### src/rtl/serial_eq_pkg.sv
// Shared types and defaults for the serial equality sequencer.
package serial_eq_pkg;

  localparam int unsigned SEQ_DEFAULT_WIDTH = 8;

  typedef enum logic [1:0] {
    S_IDLE = 2'd0,
    S_RUN  = 2'd1,
    S_DONE = 2'd2
  } state_e;

endpackage

### src/rtl/pair_eq.sv
// Two-pair equality unit: s is high when a==b and c==d.
module pair_eq (
  output logic s,
  input  logic a,
  input  logic b,
  input  logic c,
  input  logic d
);

  logic w1;
  logic w2;

  // Compare each bit pair, then combine.
  always_comb begin
    w1 = (a == b);
    w2 = (c == d);
    s  = w1 & w2;
  end

endmodule

### src/rtl/serial_eq_ctrl.sv
// Serial word-equality sequencer: loads two WIDTH-bit operands on start,
// compares them two bit-pairs per cycle through pair_eq (LSB first) and
// reports overall equality plus the index of the first mismatching pair.
// Optional build macro SERIAL_EQ_EARLY_EXIT_EN: finish on the first
// mismatching pair instead of running all NPAIR steps.
module serial_eq_ctrl
  import serial_eq_pkg::*;
#(
  parameter  int unsigned WIDTH = SEQ_DEFAULT_WIDTH,
  localparam int unsigned NPAIR = WIDTH / 2,
  localparam int unsigned IDXW  = $clog2(NPAIR + 1)
) (
  input  logic             clk,
  input  logic             rst,
  input  logic             start,
  input  logic [WIDTH-1:0] a_in,
  input  logic [WIDTH-1:0] b_in,
  output logic             ready,
  output logic             busy,
  output logic             done,
  output logic             eq,
  output logic [IDXW-1:0]  miss_idx
);

  if ((WIDTH < 2) || ((WIDTH % 2) != 0)) begin : g_width_check
    $error("serial_eq_ctrl: WIDTH must be even and >= 2");
  end

  state_e           state_q, state_d;
  logic [WIDTH-1:0] a_sh_q, a_sh_d;
  logic [WIDTH-1:0] b_sh_q, b_sh_d;
  logic [IDXW-1:0]  idx_q, idx_d;
  logic             acc_q, acc_d;
  logic             eq_q, eq_d;
  logic [IDXW-1:0]  miss_idx_q, miss_idx_d;

  logic pair_ok;
  logic last_step;

  pair_eq u_pair_eq (
    .s (pair_ok),
    .a (a_sh_q[0]),
    .b (b_sh_q[0]),
    .c (a_sh_q[1]),
    .d (b_sh_q[1])
  );

  assign last_step = (idx_q == IDXW'(NPAIR - 1));

  // FSM state register.
  always_ff @(posedge clk) begin
    if (rst) begin
      state_q <= S_IDLE;
    end else begin
      state_q <= state_d;
    end
  end

  // Next-state logic.
  always_comb begin
    state_d = state_q;
    case (state_q)
      S_IDLE: begin
        if (start) begin
          state_d = S_RUN;
        end
      end
      S_RUN: begin
        if (last_step) begin
          state_d = S_DONE;
        end
`ifdef SERIAL_EQ_EARLY_EXIT_EN
        if (!pair_ok) begin
          state_d = S_DONE;
        end
`endif
      end
      S_DONE: begin
        state_d = S_IDLE;
      end
      default: begin
        state_d = S_IDLE;
      end
    endcase
  end

  // Status outputs decoded from the current state.
  always_comb begin
    ready    = (state_q == S_IDLE);
    busy     = (state_q == S_RUN);
    done     = (state_q == S_DONE);
    eq       = eq_q;
    miss_idx = miss_idx_q;
  end

  // Datapath next values: operand load, pair shift, accumulate, result capture.
  always_comb begin
    a_sh_d     = a_sh_q;
    b_sh_d     = b_sh_q;
    idx_d      = idx_q;
    acc_d      = acc_q;
    eq_d       = eq_q;
    miss_idx_d = miss_idx_q;
    case (state_q)
      S_IDLE: begin
        if (start) begin
          a_sh_d     = a_in;
          b_sh_d     = b_in;
          idx_d      = '0;
          acc_d      = 1'b1;
          miss_idx_d = IDXW'(NPAIR);
        end
      end
      S_RUN: begin
        acc_d  = acc_q & pair_ok;
        a_sh_d = a_sh_q >> 2;
        b_sh_d = b_sh_q >> 2;
        // acc_q still high means no earlier pair has mismatched.
        if (!pair_ok && acc_q) begin
          miss_idx_d = idx_q;
        end
        // idx saturates at NPAIR-1 so it never wraps.
        if (!last_step) begin
          idx_d = idx_q + IDXW'(1);
        end
        if (last_step) begin
          eq_d = acc_q & pair_ok;
        end
`ifdef SERIAL_EQ_EARLY_EXIT_EN
        if (!pair_ok) begin
          eq_d = 1'b0;
        end
`endif
      end
      default: begin
      end
    endcase
  end

  // Datapath registers.
  always_ff @(posedge clk) begin
    if (rst) begin
      a_sh_q     <= '0;
      b_sh_q     <= '0;
      idx_q      <= '0;
      acc_q      <= 1'b0;
      eq_q       <= 1'b0;
      miss_idx_q <= '0;
    end else begin
      a_sh_q     <= a_sh_d;
      b_sh_q     <= b_sh_d;
      idx_q      <= idx_d;
      acc_q      <= acc_d;
      eq_q       <= eq_d;
      miss_idx_q <= miss_idx_d;
    end
  end

endmodule

### config.mk
export PLATFORM = sky130hd
export DESIGN_NAME = serial_eq_ctrl
export DESIGN_NICKNAME = d
export VERILOG_FILES = /design/src/rtl/serial_eq_pkg.sv /design/src/rtl/pair_eq.sv /design/src/rtl/serial_eq_ctrl.sv
export SDC_FILE = /design/constraint.sdc
export NUM_CORES = 1
export LEC_CHECK = 0
export ABC_AREA = 1
export ABC_CLOCK_PERIOD_IN_PS = 1400
export CORE_UTILIZATION = 49
export DETAILED_ROUTE_END_ITERATION = 16
export HOLD_SLACK_MARGIN = 0.05
export PLACE_DENSITY = 0.79
export SETUP_SLACK_MARGIN = 0.4
export SYNTH_ARGS = -nofsm -noshare
export SYNTH_HDL_FRONTEND = slang
export SYNTH_SLANG_ARGS = --single-unit
### constraint.sdc
create_clock -name clk -period 1.4 [get_ports clk]
set_input_delay 0.35 -clock clk [delete_from_list [all_inputs] [get_ports clk]]
set_output_delay 0.35 -clock clk [all_outputs]
set_load 0.05 [all_outputs]
Word-level counts from Yosys, hierarchy flattened --
Index checks and enable logic that the tools add are counted. W data, S select, Z words.
Cells by class: add/sub/neg operators 1, equal/unequal tests 9, multiplexer cells 15, bitwise logic cells 2, reduce and logical (&&, ||, !) cells 9
Operators by type and width (count):
- $pmux W8 S2 | 2
- $mux W8 | 2
- $mux W3 | 4
- $pmux W3 S2 | 2
- $reduce_and A2 Y1 | 3
- $reduce_and A3 Y1 | 2
- $mux W2 | 2
- $ne A2 B1 Y1 const B | 2
- $ne A2 B2 Y1 const B | 2
- $pmux W2 S2 | 1
- $add A3 B1 Y3 const B | 1
- $eq A3 B2 Y1 const B | 1
- $and A1 B1 Y1 | 2
- $eq A1 B1 Y1 | 2
- $eq A2 B1 Y1 const B | 1
- $eq A2 B2 Y1 const B | 1
- $logic_not A2 Y1 | 1
- $pmux W1 S2 | 1
- $reduce_bool A2 Y1 | 1
- $logic_and A1 B1 Y1 | 1
- $logic_not A1 Y1 | 1
- $mux W1 | 1
Word-level totals: flip-flop bits (word level) 26, input bits 19, output and inout bits 7, logic and storage cells 43

Logic depth before layout (Yosys ltp) --
Gate-level depths: netlist of run 1.
word-level depth 6, mapped depth 10

Modules after synthesis --
From an unflattened synthesis of run 1, not the netlist that was laid out.
Second synthesis, totals: cells, all modules 213, area total of the unflattened synthesis 1333.8 µm²
By module, submodules not included:
- serial_eq_ctrl | instances 1, cells each 202, area each 1292.5 µm², seq. area each 520.5 µm²
- pair_eq | instances 1, cells each 11, area each 41.3 µm², seq. area each 0.0 µm²

Least setup slack after synthesis of run 1 --
Ideal clock, no wire load.
path type reg-to-output, start point reg state_q[1], end point out done, arrival time 1117 ps, data required time 1050 ps, path slack -67 ps, cell stages (with the launch flop) 3, path buffers 0, cell sequence dfxtp_1 > inv_2 > nor2_1
Between the ends: word-level cells in the longest chain between the ends 1
RTL lines:
- start: declaration | line serial_eq_ctrl.sv:29 | state_e state_q, state_d;
- start signal: assignment | line serial_eq_ctrl.sv:55 | state_q <= state_d;
- $eq A2 B2 Y1 | line serial_eq_ctrl.sv:91 | done = (state_q == S_DONE);
- end: declaration | line serial_eq_ctrl.sv:20 | output logic done,
No other way between the ends.

Worst setup path in the final report of run 1 --
start point reg state_q[0], end point out ready
Between the ends: word-level cells in the longest chain between the ends 1
RTL lines:
- $logic_not A2 Y1 | line serial_eq_ctrl.sv:89 | ready = (state_q == S_IDLE);
- end: declaration | line serial_eq_ctrl.sv:18 | output logic ready,
No other way between the ends.

==> metrics.yaml, run 1 <==
outcome:
  status: "finished, violations left"
  violations: "negative setup slack"
timing:
  setup_viol: 3
  whs_ps: 493
  skew_ps: 1.69
  rsz0062_at_grt: "true"
  fin_crit_ps: 1420
  slew_headroom: 0.768
  setup_slack_ps: -22.0
  hold_viol_final: 0
  slew_violations: 0
  tightest_slew_ps: 345
  period_share: 1.02
  fmax_ghz: 0.703
global_routing:
  met2_usage: 0.491
  grt_pass1_wl_mm: 5.16
  grt_pass1_vias: 1132
  antenna_found_initial: 0
  grt_max_degree: 15
  grt_util_met3: 0.0357
  busiest_layer: "met2"
  grt.total_usage: 0.266
  globalRouteMet1Util: 0.318
  gr-total-overflow: 0
synth:
  muxShareOfSynthArea: 0
  ys_types: 24
  synth_compound_area_frac: 0.148
  synthAdderAreaFrac: 0.0209
  synth_xor_area_frac: 0
  ys_seq_elements: 26
  synth_area_um2: 1200
  synth_fp_nets: 187
  synthSimpleGateAreaFrac: 0.287
  synthCells: 166
  synth_seq_area_share: 0.435
  synth_warnings: 0
  synth_top_family_by_area: "simple AND/OR/NAND/NOR gates"
  avgSynthCellArea_um2: 7.21
routing:
  detail-route-antenna-nets: 0
  drt_iter0_markers: 52
  vias: 1327
  drt_pass1_iterations: 4
  drc_errors: 0
  via_per_inst: 5.67
  wirelength_mm: 4.28
  drt-wirelength-per-cell_um: 18.3
clock_network:
  clock_sinks: 26
  insertion_delay_ps: 310
  cts-buffers-inserted: 3
  path_clk_slew_ps: 140
  clock-root-buffer: "clkbuf_4"
  htree_levels: 1
  clock_path_buffers: 2
  cts_tree: "done"
placement:
  gp_congestion: 0.804
  numPortBuffers: 25
  dp.final_hpwl_mm: 2.07
  placed_cells: 217
power:
  fin_total_pwr_mw: 1.85
  leakage_nw: 0.808
  powerDensity_nw_per_um2: 945
  irDropWorstVdd_mv: 0.871
floorplan:
  die_x_um: 51.4
  start_util: 0.531
  rows: 17
  die_y_um: 51.4
  die-area_um2: 2650
  ios: 26
  core_um2: 2250
finish:
  nFillCells: 119
  final_cells: 234
  syn2layout_area_growth_pct: 63.8
  final-seq-area_um2: 538
  antenna_cells: 0
  nets: 228
  drive_above_1_share: 0.388
  multiInputGateArea_um2: 736
min_path:
  min_from: "a_sh_q[2]$_SDFFE_PP0P_"
  hp-class: "reg -> reg"
setup_path:
  r2r_slack_ps: -20
  critPathCaptureType: "output port"
  path_class: "reg -> out"
  cp_max_fo: 4
  cp-startpoint: "state_q[0]$_SDFFE_PP0P_"
  reg2reg_from: "state_q[0]$_SDFFE_PP0P_"
  crit_required_ps: 1050
  cp_data_arrival_time_ps: 1070
  start_kind: "flip-flop"
flow_run:
  maxCapViolCount: 0
-- placed cells by master (no fill, tap or decap), types with 2 or more instances in the layout --
cell | Yosys | layout
inv_2 | 7 | 6
nor3_2 | 0 | 2
dfxtp_1 | 26 | 18
buf_6 | 1 | 5
nand2_1 | 36 | 32
o22ai_1 | 4 | 2
inv_6 | 0 | 2
dfxtp_2 | 0 | 5
nor2_2 | 2 | 2
buf_12 | 0 | 9
buf_4 | 1 | 8
nand3_1 | 13 | 12
ha_4 | 0 | 2
dfxtp_4 | 0 | 3
nand2_2 | 2 | 3
o221ai_2 | 0 | 2
a21oi_2 | 3 | 7
a31oi_1 | 5 | 5
a21oi_1 | 10 | 5
nand2_4 | 2 | 2
o21ai_0 | 3 | 2
clkbuf_4 | 0 | 3
buf_8 | 0 | 2
clkdlybuf4s50_1 | 0 | 17
o22ai_2 | 0 | 2
nor2_4 | 1 | 6
nand2_8 | 0 | 3
nor2_1 | 20 | 15
inv_1 | 18 | 16
-- worst max-delay path, stage by stage (launching register included) --
cell and delay (ps):
dfxtp_4 410, nor2_4 190, buf_12 160
-- cell families after synthesis --
family                     count (synthesis)
and+or+nand+nor                           78
DFF                                       26
adders and majority gates                  2
AOI/OAI and AO/OA                         29
buffers and inverters                     31
-- final cells by class --
class	count	share of cell area
timing repair buffer	42	0.258
inverter	25	0.0568
clock buffer	4	0.0185
tap	28	0.0179
multi-input combinational	109	0.375
sequential	26	0.274
-- what timing repair did --
| action | in CTS | in global routing |
|---|---|---|
| endpoints found under the setup margin | 32 | 33 |
| setup buffers | 9 | 4 |
| pin swaps | 6 | 6 |
| hold buffers | 0 | 0 |
| gates resized for setup | 22 | 29 |
-- sequential cells by signal, indices dropped and copies added (netlist names) --
| signal | cells |
|---|---|
| acc_q | 1 |
| miss_idx | 3 |
| state_q | 2 |
| b_sh_q | 8 |
| idx_q | 3 |
| eq | 1 |
| a_sh_q | 8 |
-- Yosys cell counts (all sizes together) --
| master | number | area [um2] |
|---|---|---|
| a31oi | 5 | 31.3 |
| nand3 | 13 | 65.1 |
| a21oi | 13 | 76.3 |
| o221ai | 2 | 17.5 |
| nor3 | 2 | 10.0 |
| o21ai | 4 | 20.0 |
| a22oi | 1 | 7.51 |
| ha | 2 | 25.0 |
| inv | 25 | 93.8 |
| clkbuf | 2 | 7.51 |
| nand2 | 40 | 170 |
| dfxtp | 26 | 521 |
| buf | 4 | 28.8 |
| nor2 | 23 | 98.8 |
| o22ai | 4 | 25.0 |
-- routing by layer --
metal	vias up	wire, um
met1	635	1770
met3	22	211
met2	56	2160
li1	614	-
met4	0	147
met5	-	0
-- worst paths after layout --
kind                                               end  cells after the start
worst max register to register  a_sh_q[3]$_SDFFE_PP0P_                      9
worst min-delay path            a_sh_q[2]$_SDFFE_PP0P_                      2
worst min register to register  a_sh_q[2]$_SDFFE_PP0P_                      2
worst max-delay path                             ready                      2
-- power by group --
group / internal [mW] / total, mW / switching [mW] / leakage, nW
logic: 0.286 / 0.630 / 0.344 / 0.570
registers: 0.794 / 0.841 / 0.0466 / 0.218
clock network: 0.159 / 0.383 / 0.224 / 0.0210
-- per-stage QoR --
stage	setup WS (ps)	util	area [um2]	TNS, ps
after floorplan	299	-	1300	0
after global placement	-146	0.724	1630	-2120
after detailed placement	-210	0.724	1630	-3400
after CTS	4.70	0.804	1810	0
after global routing	-69.5	0.870	1960	-237
final	-22.0	0.870	1960	-57.2
(Power assumes the default switching activity.)
==> inputs of run 2 (changes only) <==
- CAP_MARGIN: unset -> 30
- CTS_CLUSTER_SIZE: unset -> 30
- GPL_ROUTABILITY_DRIVEN: unset -> 0
==> results of run 2 <==
Same layout as run 1: the final DEF is identical, and so are final timing and power.
